### src/rtl/load_store_unit.sv
// Load/store unit: turns one EX/MEM memory request into a held word-addressed
// data-memory access with byte lanes, load extraction, misalign and timeout faults.
module load_store_unit #(
  parameter int unsigned ADDR_W  = 10,
  parameter int unsigned TIMEOUT = 16
) (
  input  logic              clk,
  input  logic              reset,
  input  logic              req_valid,
  output logic              req_ready,
  input  logic              req_read,
  input  logic              req_write,
  input  logic [1:0]        req_size,
  input  logic              req_unsigned,
  input  logic [31:0]       alu_res,
  input  logic [31:0]       write_data,
  output logic [ADDR_W-1:0] mem_addr,
  output logic [31:0]       mem_wdata,
  output logic [3:0]        mem_be,
  output logic              mem_we,
  output logic              mem_re,
  input  logic [31:0]       mem_rdata,
  input  logic              mem_ack,
  output logic              stall,
  output logic              resp_valid,
  output logic [31:0]       load_data,
  output logic              misalign,
  output logic              bus_err,
  output logic [31:0]       fault_addr
);

  localparam int unsigned CNT_W = 8;
  localparam int unsigned DATA_W = 32;

  typedef enum logic [1:0] {
    S_IDLE   = 2'd0,
    S_ACCESS = 2'd1,
    S_RESP   = 2'd2
  } state_e;

  state_e              state_q, state_d;
  logic [CNT_W-1:0]    cnt_q, cnt_d;
  logic [1:0]          off_q, off_d;
  logic [1:0]          size_q, size_d;
  logic                uns_q, uns_d;
  logic                store_q, store_d;
  logic [DATA_W-1:0]   addr_q, addr_d;
  logic [ADDR_W-1:0]   mem_addr_q, mem_addr_d;
  logic [DATA_W-1:0]   mem_wdata_q, mem_wdata_d;
  logic [3:0]          mem_be_q, mem_be_d;
  logic                mem_we_q, mem_we_d;
  logic                mem_re_q, mem_re_d;
  logic                resp_valid_q, resp_valid_d;
  logic [DATA_W-1:0]   load_data_q, load_data_d;
  logic                misalign_q, misalign_d;
  logic                bus_err_q, bus_err_d;
  logic [DATA_W-1:0]   fault_addr_q, fault_addr_d;

  logic                accept_c;
  logic                misal_c;
  logic                timeout_c;
  logic [3:0]          lane_be_c;
  logic [DATA_W-1:0]   lane_wdata_c;
  logic [7:0]          rd_byte_c;
  logic [15:0]         rd_half_c;
  logic [DATA_W-1:0]   ext_c;

  assign accept_c  = (state_q == S_IDLE) && req_valid && (req_read || req_write);
  assign timeout_c = (cnt_q == CNT_W'(TIMEOUT - 1));

  // Alignment check and lane/data steering for the incoming request
  always_comb begin
    misal_c      = 1'b0;
    lane_be_c    = 4'b1111;
    lane_wdata_c = write_data;
    case (req_size)
      2'b00: begin
        lane_be_c    = 4'b0001 << alu_res[1:0];
        lane_wdata_c = {4{write_data[7:0]}};
      end
      2'b01: begin
        misal_c      = alu_res[0];
        lane_be_c    = 4'b0011 << alu_res[1:0];
        lane_wdata_c = {2{write_data[15:0]}};
      end
      default: begin
        misal_c      = (alu_res[1:0] != 2'b00);
      end
    endcase
  end

  // Load extraction from the returning word using the captured offset/size
  always_comb begin
    rd_byte_c = mem_rdata[7:0];
    case (off_q)
      2'd0:    rd_byte_c = mem_rdata[7:0];
      2'd1:    rd_byte_c = mem_rdata[15:8];
      2'd2:    rd_byte_c = mem_rdata[23:16];
      default: rd_byte_c = mem_rdata[31:24];
    endcase
    rd_half_c = off_q[1] ? mem_rdata[31:16] : mem_rdata[15:0];
    case (size_q)
      2'b00:   ext_c = uns_q ? {24'b0, rd_byte_c} : {{24{rd_byte_c[7]}}, rd_byte_c};
      2'b01:   ext_c = uns_q ? {16'b0, rd_half_c} : {{16{rd_half_c[15]}}, rd_half_c};
      default: ext_c = mem_rdata;
    endcase
    if (store_q) begin
      ext_c = '0;
    end
  end

  // Next-state and registered-output logic
  always_comb begin
    state_d      = state_q;
    cnt_d        = cnt_q;
    off_d        = off_q;
    size_d       = size_q;
    uns_d        = uns_q;
    store_d      = store_q;
    addr_d       = addr_q;
    mem_addr_d   = mem_addr_q;
    mem_wdata_d  = mem_wdata_q;
    mem_be_d     = mem_be_q;
    mem_we_d     = 1'b0;
    mem_re_d     = 1'b0;
    resp_valid_d = 1'b0;
    load_data_d  = '0;
    misalign_d   = 1'b0;
    bus_err_d    = 1'b0;
    fault_addr_d = fault_addr_q;

    case (state_q)
      S_IDLE: begin
        if (accept_c) begin
          off_d   = alu_res[1:0];
          size_d  = req_size;
          uns_d   = req_unsigned;
          store_d = req_write;
          addr_d  = alu_res;
          if (misal_c) begin
            state_d      = S_RESP;
            resp_valid_d = 1'b1;
            misalign_d   = 1'b1;
            fault_addr_d = alu_res;
          end else begin
            state_d     = S_ACCESS;
            cnt_d       = '0;
            mem_addr_d  = alu_res[ADDR_W+1:2];
            mem_be_d    = lane_be_c;
            mem_wdata_d = lane_wdata_c;
            mem_we_d    = req_write;
            mem_re_d    = !req_write;
          end
        end
      end
      S_ACCESS: begin
        if (mem_ack) begin
          state_d      = S_RESP;
          resp_valid_d = 1'b1;
          load_data_d  = ext_c;
        end else if (timeout_c) begin
          state_d      = S_RESP;
          resp_valid_d = 1'b1;
          bus_err_d    = 1'b1;
          fault_addr_d = addr_q;
        end else begin
          cnt_d    = cnt_q + CNT_W'(1);
          mem_we_d = mem_we_q;
          mem_re_d = mem_re_q;
        end
      end
      S_RESP: begin
        state_d = S_IDLE;
      end
      default: begin
        state_d = S_IDLE;
      end
    endcase
  end

  always_ff @(posedge clk or posedge reset) begin
    if (reset) begin
      state_q      <= S_IDLE;
      cnt_q        <= '0;
      off_q        <= '0;
      size_q       <= '0;
      uns_q        <= 1'b0;
      store_q      <= 1'b0;
      addr_q       <= '0;
      mem_addr_q   <= '0;
      mem_wdata_q  <= '0;
      mem_be_q     <= '0;
      mem_we_q     <= 1'b0;
      mem_re_q     <= 1'b0;
      resp_valid_q <= 1'b0;
      load_data_q  <= '0;
      misalign_q   <= 1'b0;
      bus_err_q    <= 1'b0;
      fault_addr_q <= '0;
    end else begin
      state_q      <= state_d;
      cnt_q        <= cnt_d;
      off_q        <= off_d;
      size_q       <= size_d;
      uns_q        <= uns_d;
      store_q      <= store_d;
      addr_q       <= addr_d;
      mem_addr_q   <= mem_addr_d;
      mem_wdata_q  <= mem_wdata_d;
      mem_be_q     <= mem_be_d;
      mem_we_q     <= mem_we_d;
      mem_re_q     <= mem_re_d;
      resp_valid_q <= resp_valid_d;
      load_data_q  <= load_data_d;
      misalign_q   <= misalign_d;
      bus_err_q    <= bus_err_d;
      fault_addr_q <= fault_addr_d;
    end
  end

  // Handshake outputs decode the state register (stall also sees same-cycle acceptance)
  assign req_ready  = (state_q == S_IDLE);
  assign stall      = (state_q == S_ACCESS) || accept_c;
  assign mem_addr   = mem_addr_q;
  assign mem_wdata  = mem_wdata_q;
  assign mem_be     = mem_be_q;
  assign mem_we     = mem_we_q;
  assign mem_re     = mem_re_q;
  assign resp_valid = resp_valid_q;
  assign load_data  = load_data_q;
  assign misalign   = misalign_q;
  assign bus_err    = bus_err_q;
  assign fault_addr = fault_addr_q;

endmodule

### config.mk
export PLATFORM = sky130hd
export DESIGN_NAME = load_store_unit
export DESIGN_NICKNAME = d
export VERILOG_FILES = /design/src/rtl/load_store_unit.sv
export SDC_FILE = /design/constraint.sdc
export NUM_CORES = 1
export LEC_CHECK = 0
export ABC_AREA = 1
export CAP_MARGIN = 15
export CORE_MARGIN = 2
export CORE_UTILIZATION = 40
export DETAILED_ROUTE_END_ITERATION = 10
export HOLD_SLACK_MARGIN = 0.08
export PLACE_DENSITY = 0.78
export SYNTH_ARGS = -nofsm -noshare
export SYNTH_HDL_FRONTEND = slang
export SYNTH_SLANG_ARGS = --single-unit
### constraint.sdc
create_clock -name clk -period 7.3 [get_ports clk]
set_input_delay 1.46 -clock clk [delete_from_list [all_inputs] [get_ports clk]]
set_output_delay 1.46 -clock clk [all_outputs]
set_load 0.005 [all_outputs]
### Word level (Yosys, flattened, before mapping)

Index checks and enable logic that the tools add are counted.

| word-level totals | value |
|---|---|
| word-level logic and storage cells | 92 |
| register bits | 163 |
| bits of input ports | 105 |
| output and inout bits | 117 |

| operators by class | value |
|---|---|
| shifts and indexed selects | 2 |
| reductions and logical operators | 16 |
| add/sub/neg operators | 1 |
| bitwise logic cells | 1 |
| equality and inequality tests | 13 |
| muxes and demuxes | 42 |

Operators by type and width:

| kind | count |
|---|---|
| $mux W32 | 9 |
| $pmux W32 S2 | 3 |
| $mux W8 | 4 |
| $pmux W8 S3 | 1 |
| $mux W16 | 1 |
| $pmux W8 S2 | 1 |
| $mux W1 | 13 |
| $reduce_and A5 Y1 | 2 |
| $add A8 B1 Y8 const B | 1 |
| $eq A2 B1 Y1 const B | 4 |
| $eq A8 B4 Y1 const B | 1 |
| $logic_not A2 Y1 | 4 |
| $mux W2 | 4 |
| $ne A2 B2 Y1 const B | 4 |
| $pmux W1 S2 | 4 |
| $pmux W4 S2 | 1 |
| $ne A2 B1 Y1 const B | 2 |
| $pmux W2 S2 | 1 |
| $reduce_and A2 Y1 | 2 |
| $reduce_bool A2 Y1 | 2 |
| $shl A1 B2 Y4 const A | 1 |
| $shl A2 B2 Y4 const A | 1 |
| $ne A3 B3 Y1 const B | 1 |
| $reduce_and A3 Y1 | 1 |
| other kinds (5) | 7 |

### Logic depth before layout (Yosys ltp)

Gate-level depths: netlist of run 1.

| logic depth | value |
|---|---|
| depth after elaboration | 7 |
| gate-level depth with buffers | 12 |
| gate-level depth less buffers | 11 |

### Least setup slack after synthesis of run 1

No wires, ideal clock.

| timing | value |
|---|---|
| path type | input to output |
| from | input port req_write |
| to | output port stall |
| arrival time | 1.805 ns |
| required time | 5.840 ns |
| path buffers | 0 |
| stages on the path | 4 |
| setup slack | 4.035 ns |
| cells stage by stage | o21ai_0 -> nand2_1 -> nand2_1 -> inv_1 |

| on the way | value |
|---|---|
| cells in the longest elaborated chain, start to end | 3 |

Ends and longest elaborated chain:

| element | RTL line | text |
|---|---|---|
| start: declaration | 12 | `input logic req_write,` |
| $logic_or A1 B1 Y1 | 68 | `assign accept_c = (state_q == S_IDLE) && req_valid && (req_read \|\| req_write);` |
| $logic_and A1 B1 Y1 | 68 |  |
| $logic_or A1 B1 Y1 | 223 | `assign stall = (state_q == S_ACCESS) \|\| accept_c;` |
| end: declaration | 24 | `output logic stall,` |

No other way between the ends.

### Worst setup path in the final report of run 1

Ends and elaborated chain as after synthesis.

==> reports/qor.txt, run 1 <==
most frequently used flop master after synthesis = dfrtp_1
RD Place Congestion = 0.7888
TritonRoute pass-1 iters = 6
cts-stage hold buffer count = 0
slew margin rel. = 42.08%
total design power = 3.953 mW
post-layout min period = 4.414 ns
worst setup margin = 2.886 ns
first-pass GRT wire length = 32.88 mm
Nets = 1246
worst-margin pin slew = 0.8687 ns
Post-CTS Setup Bufs = 0
RSZ-0062 raised after global routing = no
Fin Setup TNS = 0 ns
Hold Crit Depth = 2
die height = 140.4 um
PortBufs = 221
final worst path period share = 60.46%
FF-to-FF Start = state_q[1]$_DFFE_PP0P_
flop and latch count out of synthesis = 161
Hold EP = fault_addr[1]$_DFFE_PP0P_
remaining antenna violation count = 0
# DRC = 0
Max Cap Viol = 0
clock slew at reported path FFs = 0.06 ns
Worst R2R Setup Slack = 4.97 ns
Die X = 140.4 um
buffer depth of the longest clock path = 2
leading cell types in the layout, fill and taps excluded = 347 x nand2_1, 221 x clkdlybuf4s50_1, 161 x dfrtp_1
initial DRC count = 484
Avg Cell Area, Syn = 7.916 um^2
number of flops mapped to enable cells by yosys = 0
final setup violation count = 0
maximum VDD drop = 0.1941 mV
vias = 6801
total global-route track usage = 20.86%
number of global-route vias before repair = 6558
DR vias/cell = 4.921
Detailed Place HPWL = 14.06 mm
P_leak = 5.078 nW
initial core utilization = 41.14%
initial antenna violation count = 0
# fillers = 1618
Boundary Pins = 222
die area = 0.01971 mm^2
largest net degree at the start of global routing = 95
Mapped Area = 0.007441 mm^2
Sink Count = 161
pre-CTS WS = 2.915 ns
share of post-route cells with drive strength above 1 = 6.245%
cell total after placement = 1350
global route overflow = 0
R2R depth = 7
Pwr Density = 380.3 mW/mm^2
crit-path max FO = 4
WP data arrival = 2.95 ns
P&R area growth vs syn = 39.70%
post-synth net total = 1046
Antenna Diode Count = 0
status = finished clean
post-placement cell area = 0.009759 mm^2
Site Rows = 49
CTS tree = yes
most common cell after layout, fill and taps aside = nand2_1
routed length per instance = 14.58 um
Detailed Route WL = 20.15 mm
H-tree depth = 4
Distinct cells, synth = 34
capture point of the worst reg-to-reg path = load_data[20]$_DFF_PP0_
async set-reset flop share out of synthesis = 100.0%
f_max = 226.6 MHz
final std cells w/o fill = 1382
CTS resizes = 0
Worst-Skew Late Latency = 0.42 ns
Synth warnings = 0
Critical Path RT = 5.84 ns
final instance area = 0.01040 mm^2
Post-Synthesis Cells = 940
hold path startpoint = fault_addr[1]$_DFFE_PP0P_
Num CTS Buffers = 17
nature of the critical path endpoint = primary output
pins over their slew limit = 0
clk_skew = 0.01121 ns
kind of critical path = input pin to primary output
HP Class = register to register
startpoint types = input pin
register area share after synthesis = 54.14%
CTS root buffer = clkbuf_16
Final Hold Vio Count = 0
Core Footprint = 0.01809 mm^2
## per-stage QoR
step	util (%)	hold slack, ns
finish	57.47	0.4774
floorplan	-	0.4455
global placement	53.96	0.4573
detailed placement	53.96	0.4647
CTS	57.47	0.4818
global route	57.47	0.5006
## layer usage
metal  wire length, um  GRT usage (%)
met5                 0              0
met4               511          7.974
met3              1088          4.684
met2              9554          33.44
met1              8999          27.75
## how the worst max path moves through the flow
stage	from	end	slack, ns	depth (start not counted)
CTS	req_write	stall	2.91	6
finish	req_write	stall	2.89	6
detailed placement	req_write	stall	2.91	6
global placement	req_write	stall	2.92	6
floorplan	reset	addr_q[10]$_DFFE_PP0P_	1.49	1
global route	req_write	stall	2.77	6
## cells in the mapped netlist, types with 2 or more instances
cell type,n,area share [%]
buf_6,2,0.30
nor2_1,56,2.8
buf_2,27,1.8
a21oi_1,47,3.2
nand3_2,2,0.27
nand3b_1,2,0.20
nand3_1,26,1.7
o211ai_1,7,0.71
o22ai_1,2,0.17
dfrtp_1,161,54
o21ai_0,128,8.6
xor2_1,2,0.24
nor2_4,2,0.30
o21ai_1,3,0.20
clkbuf_1,14,0.71
inv_1,72,3.6
buf_4,4,0.40
nand2_1,347,18
inv_2,6,0.30
nor2_2,16,1.3
## worst max-delay path: stages
cell and delay, ns:
clkdlybuf4s50_1 0.46, o21ai_0 0.30, nand2_1 0.09, nand2_1 0.09, inv_1 0.06, clkdlybuf4s50_1 0.49
## kinds of logic after synthesis
logic type      Yosys count  share of synthesized area (%)
xor+xnor                  3                         0.3532
fa+ha+maj                 1                         0.1681
buf+inv                 128                          7.399
flops                   161                          54.14
compound gates          191                          13.27
simple gates            456                          24.67
## flip-flops by register name, summed over array words and instances (netlist names)
| name | cells |
|---|---|
| load_data | 32 |
| mem_re | 1 |
| bus_err | 1 |
| mem_addr | 10 |
| resp_valid | 1 |
| fault_addr | 32 |
| store_q | 1 |
| addr_q | 31 |
| uns_q | 1 |
| state_q | 2 |
| size_q | 2 |
| misalign | 1 |
| mem_wdata | 32 |
| mem_we | 1 |
| off_q | 1 |
| cnt_q | 8 |
| mem_be | 4 |
## layout make-up
cell class	count	area (um^2)	area share (%)
clock buffers	19	452.9	4.357
clock inverters	13	182.7	1.757
inverters	80	310.3	2.985
multi-input cells	651	2861	27.53
flip-flops and latches	161	4029	38.76
well taps	229	286.5	2.756
repair buffers	229	2272	21.86
## power breakdown
| part | switching [mW] | total (mW) | internal, mW |
|---|---|---|---|
| Sequential | 0.225 | 1.46 | 1.23 |
| Clock | 0.365 | 0.957 | 0.592 |
| Combinational | 0.794 | 1.54 | 0.743 |
Note: power is estimated with default switching activity, not from simulation.
==> run 2: changes to the inputs <==
--- a/config.mk
+++ b/config.mk
@@ -11,7 +11,7 @@
 export CORE_UTILIZATION = 40
 export DETAILED_ROUTE_END_ITERATION = 10
 export HOLD_SLACK_MARGIN = 0.08
-export PLACE_DENSITY = 0.78
+export PLACE_DENSITY = 0.8
 export SYNTH_ARGS = -nofsm -noshare
 export SYNTH_HDL_FRONTEND = slang
 export SYNTH_SLANG_ARGS = --single-unit
==> constraint.sdc (replaced) <==
create_clock -name clk -period 4 [get_ports clk]
set_input_delay 0.8 -clock clk [delete_from_list [all_inputs] [get_ports clk]]
set_output_delay 0.8 -clock clk [all_outputs]
set_load 0.005 [all_outputs]
==> run 2 against run 1 <==
  * Critical endpoint unchanged
  * Global-route usage increased by 0.37 points
  * Register-to-register slack got worse by 3.3 ns
  * Largest power group unchanged
  * Hold slack got worse by 0.0062 ns
  * Core utilization increased by 0.17 points
==> reports/qor.txt, run 2 (same netlist as run 1, synthesis figures left out) <==
Num CTS Buffers = 17 (unchanged)
Site Rows = 49 (unchanged)
busiest grt layer = met2 (unchanged)
PortBufs = 221 (unchanged)
total global-route track usage = 21.22% (was 20.86%)
H-tree depth = 4 (unchanged)
Hold WS = 0.4712 ns (was 0.4774 ns)
Largest stage delay, worst path = 0.48 ns (was 0.49 ns)
crit-path cells = clkdlybuf4s50_1 -> o21ai_0 -> nand2_1 -> nand2_1 -> inv_1 -> clkdlybuf4s50_1 (unchanged)
Antenna Diode Count = 0 (unchanged)
clk_skew = 0.008915 ns (was 0.01121 ns)
number of global-route vias before repair = 6702 (was 6558)
slew margin rel. = 36.60% (was 42.08%)
remaining antenna violation count = 0 (unchanged)
# fillers = 1629 (was 1618)
Worst R2R Setup Slack = 1.66 ns (was 4.97 ns)
status = finished clean (unchanged)
most common cell after layout, fill and taps aside = nand2_1 (unchanged)
clock slew at reported path FFs = 0.06 ns (about the same)
initial core utilization = 41.14% (unchanged)
first-pass GRT wire length = 33.64 mm (was 32.88 mm)
Boundary Pins = 222 (unchanged)
share of post-route cells with drive strength above 1 = 6.239% (was 6.245%)
Detailed Place HPWL = 14.06 mm (about the same)
CTS root buffer = clkbuf_16 (unchanged)
kind of critical path = input pin to primary output (unchanged)
CTS tree = yes (unchanged)
Post-CTS Setup Bufs = 0 (unchanged)
Pwr Density = 695.4 mW/mm^2 (was 380.3 mW/mm^2)
DR vias/cell = 4.920 (was 4.921)
GR met3 Demand/Resource = 5.333% (was 4.684%)
Die X = 140.4 um (unchanged)
pins over their slew limit = 0 (unchanged)
WP data arrival = 2.28 ns (was 2.95 ns)
CTS resizes = 0 (unchanged)
Sink Count = 161 (unchanged)
largest net degree at the start of global routing = 162 (was 95)
P&R area growth vs syn = 40.10% (was 39.70%)
maximum VDD drop = 0.3128 mV (was 0.1941 mV)
Critical Path RT = 3.20 ns (was 5.84 ns)
f_max = 324.8 MHz
nature of the critical path endpoint = primary output (unchanged)
routed length per instance = 14.83 um (was 14.58 um)
die height = 140.4 um (unchanged)
RD Place Congestion = 0.8254 (was 0.7888)
# DRC = 0 (unchanged)
total design power = 7.249 mW (was 3.953 mW)
leading cell types in the layout, fill and taps excluded = 347 x nand2_1, 221 x clkdlybuf4s50_1, 161 x dfrtp_1 (unchanged)
initial antenna violation count = 0 (unchanged)
buffer depth of the longest clock path = 2 (unchanged)
Nets = 1247 (was 1246)
die area = 0.01971 mm^2 (unchanged)
Detailed Route WL = 20.52 mm (was 20.15 mm)
GR met2 Demand/Resource = 34.34% (was 33.44%)
Final Hold Vio Count = 0 (unchanged)
Core Footprint = 0.01809 mm^2 (unchanged)
post-layout min period = 3.079 ns
TritonRoute pass-1 iters = 5 (was 6)
initial DRC count = 505 (was 484)
HP Class = register to register (unchanged)
Fin Setup TNS = 0 ns (unchanged)
final setup violation count = 0 (unchanged)
cts-stage hold buffer count = 0 (unchanged)
global route overflow = 0 (unchanged)
P_leak = 5.086 nW (was 5.078 nW)
final instance area = 0.01043 mm^2 (was 0.01040 mm^2)
Slowest cell on crit path = clkdlybuf4s50_1 (unchanged)
met1 usage in global routing = 27.09% (was 27.75%)
worst-margin pin slew = 0.9510 ns (was 0.8687 ns)
Max Cap Viol = 0 (unchanged)
final worst path period share = 76.97%
Worst-Skew Late Latency = 0.42 ns (about the same)
RSZ-0062 raised after global routing = no (unchanged)
startpoint types = input pin (unchanged)
post-placement cell area = 0.009791 mm^2 (was 0.009759 mm^2)
crit-path max FO = 4 (unchanged)
vias = 6804 (was 6801)
==> run 2: per-layer routing <==
metal	wire length [um]	vias up
met4	631	0
met1	8861	3153
met3	1181	45
met2	9842	242
li1	-	3364
met5	0	-
==> run 2: final cells by class <==
type | count | area [um^2] | area share [%]
repair buffers | 230 | 2305 | 22.11
clock inverters | 12 | 177.7 | 1.704
multi-input cells | 651 | 2861 | 27.45
well taps | 229 | 286.5 | 2.748
flip-flops and latches | 161 | 4029 | 38.65
clock buffers | 20 | 456.7 | 4.381
inverters | 80 | 309.0 | 2.964
==> run 2: metrics by stage <==
step	instances	utilization [%]	setup WS, ns
after detailed placement	1351	54.13	0.9562
final	1383	57.64	0.9214
after global placement	1351	54.13	0.9760
after CTS	1383	57.64	0.9201
after floorplan	940	-	1.157
after global routing	1383	57.64	0.8363
==> run 2: path summary, 6_finish.rpt <==
check	from	to	cells past startpoint
worst max-delay path	req_write	stall	6
worst min-delay path	mem_be[0]$_DFFE_PP0P_	mem_be[0]$_DFFE_PP0P_	2
worst max register to register	state_q[1]$_DFFE_PP0P_	load_data[20]$_DFF_PP0_	7
worst min register to register	mem_be[0]$_DFFE_PP0P_	mem_be[0]$_DFFE_PP0P_	2
max in group asynchronous	reset	load_data[8]$_DFF_PP0_	3
min in group asynchronous	reset	mem_wdata[14]$_DFFE_PP0P_	3
==> run 2: worst max-delay path, delay by kind of cell <==
kind / cells / cell delay [ns]
buffers and inverters: 3 / 1.01
AND/OR/NAND/NOR: 2 / 0.16
AO/OA/AOI/OAI: 1 / 0.29
==> run 2: power by group <==
group | switching, mW | internal, mW
Sequential | 0.415 | 2.25
Clock | 0.680 | 1.08
Combinational | 1.45 | 1.37
==> run 3: changes to the inputs <==
--- a/config.mk
+++ b/config.mk
@@ -11,7 +11,7 @@
 export CORE_UTILIZATION = 40
 export DETAILED_ROUTE_END_ITERATION = 10
 export HOLD_SLACK_MARGIN = 0.08
-export PLACE_DENSITY = 0.8
+export PLACE_DENSITY = 0.78
 export SYNTH_ARGS = -nofsm -noshare
 export SYNTH_HDL_FRONTEND = slang
 export SYNTH_SLANG_ARGS = --single-unit
==> constraint.sdc (replaced) <==
create_clock -name clk -period 3.2 [get_ports clk]
set_input_delay 0.64 -clock clk [delete_from_list [all_inputs] [get_ports clk]]
set_output_delay 0.64 -clock clk [all_outputs]
set_load 0.005 [all_outputs]
==> run 3 against run 2 <==
  * Flip-flop and latch count is the same
  * Clock-buffer cell count shrank 2
  * Combinational power grew 27%
  * Setup slack lost 0.47 ns
  * Die area is the same
  * Critical endpoint unchanged
  * Sequential share of layout area shrank 0.20 points
  * Non-clock buffer count grew 9
  * Final cell count grew 0.65%
  * Clock power grew 17%
  * Sequential power grew 24%
  * Register-to-register slack lost 0.65 ns
  * Clock skew shrank 0.0020 ns
==> reports/qor.txt, run 3 (same netlist as run 1, synthesis figures left out) <==
initial antenna violation count = 0 (unchanged)
metal2 WL = 9.624 mm (was 9.842 mm)
pins over their slew limit = 0 (unchanged)
Pwr Density = 853.6 mW/mm^2 (was 695.4 mW/mm^2)
most common cell after layout, fill and taps aside = nand2_1 (unchanged)
WP data arrival = 2.11 ns (was 2.28 ns)
global route overflow = 0 (unchanged)
die height = 140.4 um (unchanged)
Max Cap Viol = 0 (unchanged)
clock slew at reported path FFs = 0.06 ns (about the same)
worst-margin pin slew = 0.7376 ns (was 0.9510 ns)
maximum VDD drop = 0.5857 mV (was 0.3128 mV)
slew margin rel. = 50.82% (was 36.60%)
TritonRoute pass-1 iters = 5 (unchanged)
# fillers = 1625 (was 1629)
Antenna Diode Count = 0 (unchanged)
Boundary Pins = 222 (unchanged)
remaining antenna violation count = 0 (unchanged)
RSZ-0062 raised after global routing = no (unchanged)
initial core utilization = 41.14% (unchanged)
CTS resizes = 0 (unchanged)
initial DRC count = 506 (was 505)
Fin Setup TNS = 0 ns (unchanged)
leading cell types in the layout, fill and taps excluded = 347 x nand2_1, 221 x clkdlybuf4s50_1, 161 x dfrtp_1 (unchanged)
post-layout min period = 2.750 ns
vias = 6811 (was 6804)
wire length on met3 = 1.108 mm (was 1.181 mm)
DR vias/cell = 4.893 (was 4.920)
R2R depth = 7 (unchanged)
H-tree depth = 4 (unchanged)
Final Hold Vio Count = 0 (unchanged)
cts-stage hold buffer count = 0 (unchanged)
HP Class = register to register (unchanged)
crit-path max FO = 4 (unchanged)
largest net degree at the start of global routing = 76 (was 162)
Worst-Skew Late Latency = 0.42 ns (about the same)
Die X = 140.4 um (unchanged)
die area = 0.01971 mm^2 (unchanged)
final worst path period share = 85.94%
clk_skew = 0.006881 ns (was 0.008915 ns)
Sink Count = 161 (unchanged)
Num CTS Buffers = 17 (unchanged)
CTS tree = yes (unchanged)
startpoint types = input pin (unchanged)
Detailed Place HPWL = 14.30 mm (was 14.06 mm)
nature of the critical path endpoint = primary output (unchanged)
fin util = 57.95% (was 57.64%)
Site Rows = 49 (unchanged)
# DRC = 0 (unchanged)
total global-route track usage = 21.00% (was 21.22%)
routed length per instance = 14.63 um (was 14.83 um)
Core Footprint = 0.01809 mm^2 (unchanged)
Critical Path RT = 2.56 ns (was 3.20 ns)
WL met1 = 9.286 mm (was 8.861 mm)
Nets = 1256 (was 1247)
number of global-route vias before repair = 6504 (was 6702)
CTS root buffer = clkbuf_16 (unchanged)
Detailed Route WL = 20.37 mm (was 20.52 mm)
status = finished clean (unchanged)
Top Metal Used = met4 (unchanged)
PortBufs = 221 (unchanged)
P_leak = 5.115 nW (was 5.086 nW)
first-pass GRT wire length = 33.37 mm (was 33.64 mm)
Hold Crit Depth = 2 (unchanged)
kind of critical path = input pin to primary output (unchanged)
RD Place Congestion = 0.8135 (was 0.8254)
buffer depth of the longest clock path = 2 (unchanged)
Post-CTS Setup Bufs = 0 (unchanged)
share of post-route cells with drive strength above 1 = 7.051% (was 6.239%)
P&R area growth vs syn = 40.84% (was 40.10%)
f_max = 363.6 MHz
final setup violation count = 0 (unchanged)
==> run 3: final cells by class <==
| cell class | count | area [um^2] | share of cell area, % |
|---|---|---|---|
| Clock inverter | 14 | 157.7 | 1.504 |
| Inverter | 80 | 309.0 | 2.949 |
| Timing Repair Buffer | 239 | 2397 | 22.87 |
| Tap cell | 229 | 286.5 | 2.734 |
| Multi-Input combinational cell | 651 | 2861 | 27.30 |
| Clock buffer | 18 | 439.2 | 4.191 |
| Sequential cell | 161 | 4029 | 38.44 |
==> run 3: path summary, 6_finish.rpt <==
check	endpoint	from	slack [ns]
worst max register to register	load_data[18]$_DFF_PP0_	addr_q[1]$_DFFE_PP0P_	1.01
worst min register to register	mem_be[0]$_DFFE_PP0P_	mem_be[0]$_DFFE_PP0P_	0.47
min in group asynchronous	load_data[20]$_DFF_PP0_	reset	0.60
max in group asynchronous	mem_wdata[10]$_DFFE_PP0P_	reset	1.83
worst min-delay path	mem_be[0]$_DFFE_PP0P_	mem_be[0]$_DFFE_PP0P_	0.47
worst max-delay path	stall	req_write	0.45
==> run 3: routing by layer <==
metal	up-vias	GRT usage [%]
li1	3387	-
met1	3174	29.20
met2	226	33.31
met3	24	4.103
met4	0	6.645
met5	-	0
==> run 3: worst max-delay path, stage by stage <==
cell and delay, ns:
clkdlybuf4s50_1 0.44, o21ai_0 0.31, nand2_1 0.09, nand2_1 0.09, inv_1 0.06, clkdlybuf4s50_1 0.48
==> run 3: where the power goes <==
group	internal (mW)	total (mW)	switching (mW)
logic	1.74	3.59	1.85
registers	2.81	3.30	0.483
clock network	1.18	2.06	0.875
==> run 3: metrics by stage <==
stage / hold WS (ns) / power [mW] / worst slack (ns) / instances / instance area [um^2]
after floorplan: 0.4455 / 5.139 / 0.5172 / 940 / 7445
after global placement: 0.4588 / 6.829 / 0.4530 / 1360 / 9883
after detailed placement: 0.4596 / 6.926 / 0.3295 / 1360 / 9883
after CTS: 0.4749 / 9.022 / 0.4389 / 1392 / 10480
after global routing: 0.4879 / 9.585 / 0.3273 / 1392 / 10480
final: 0.4717 / 8.946 / 0.4498 / 1392 / 10480
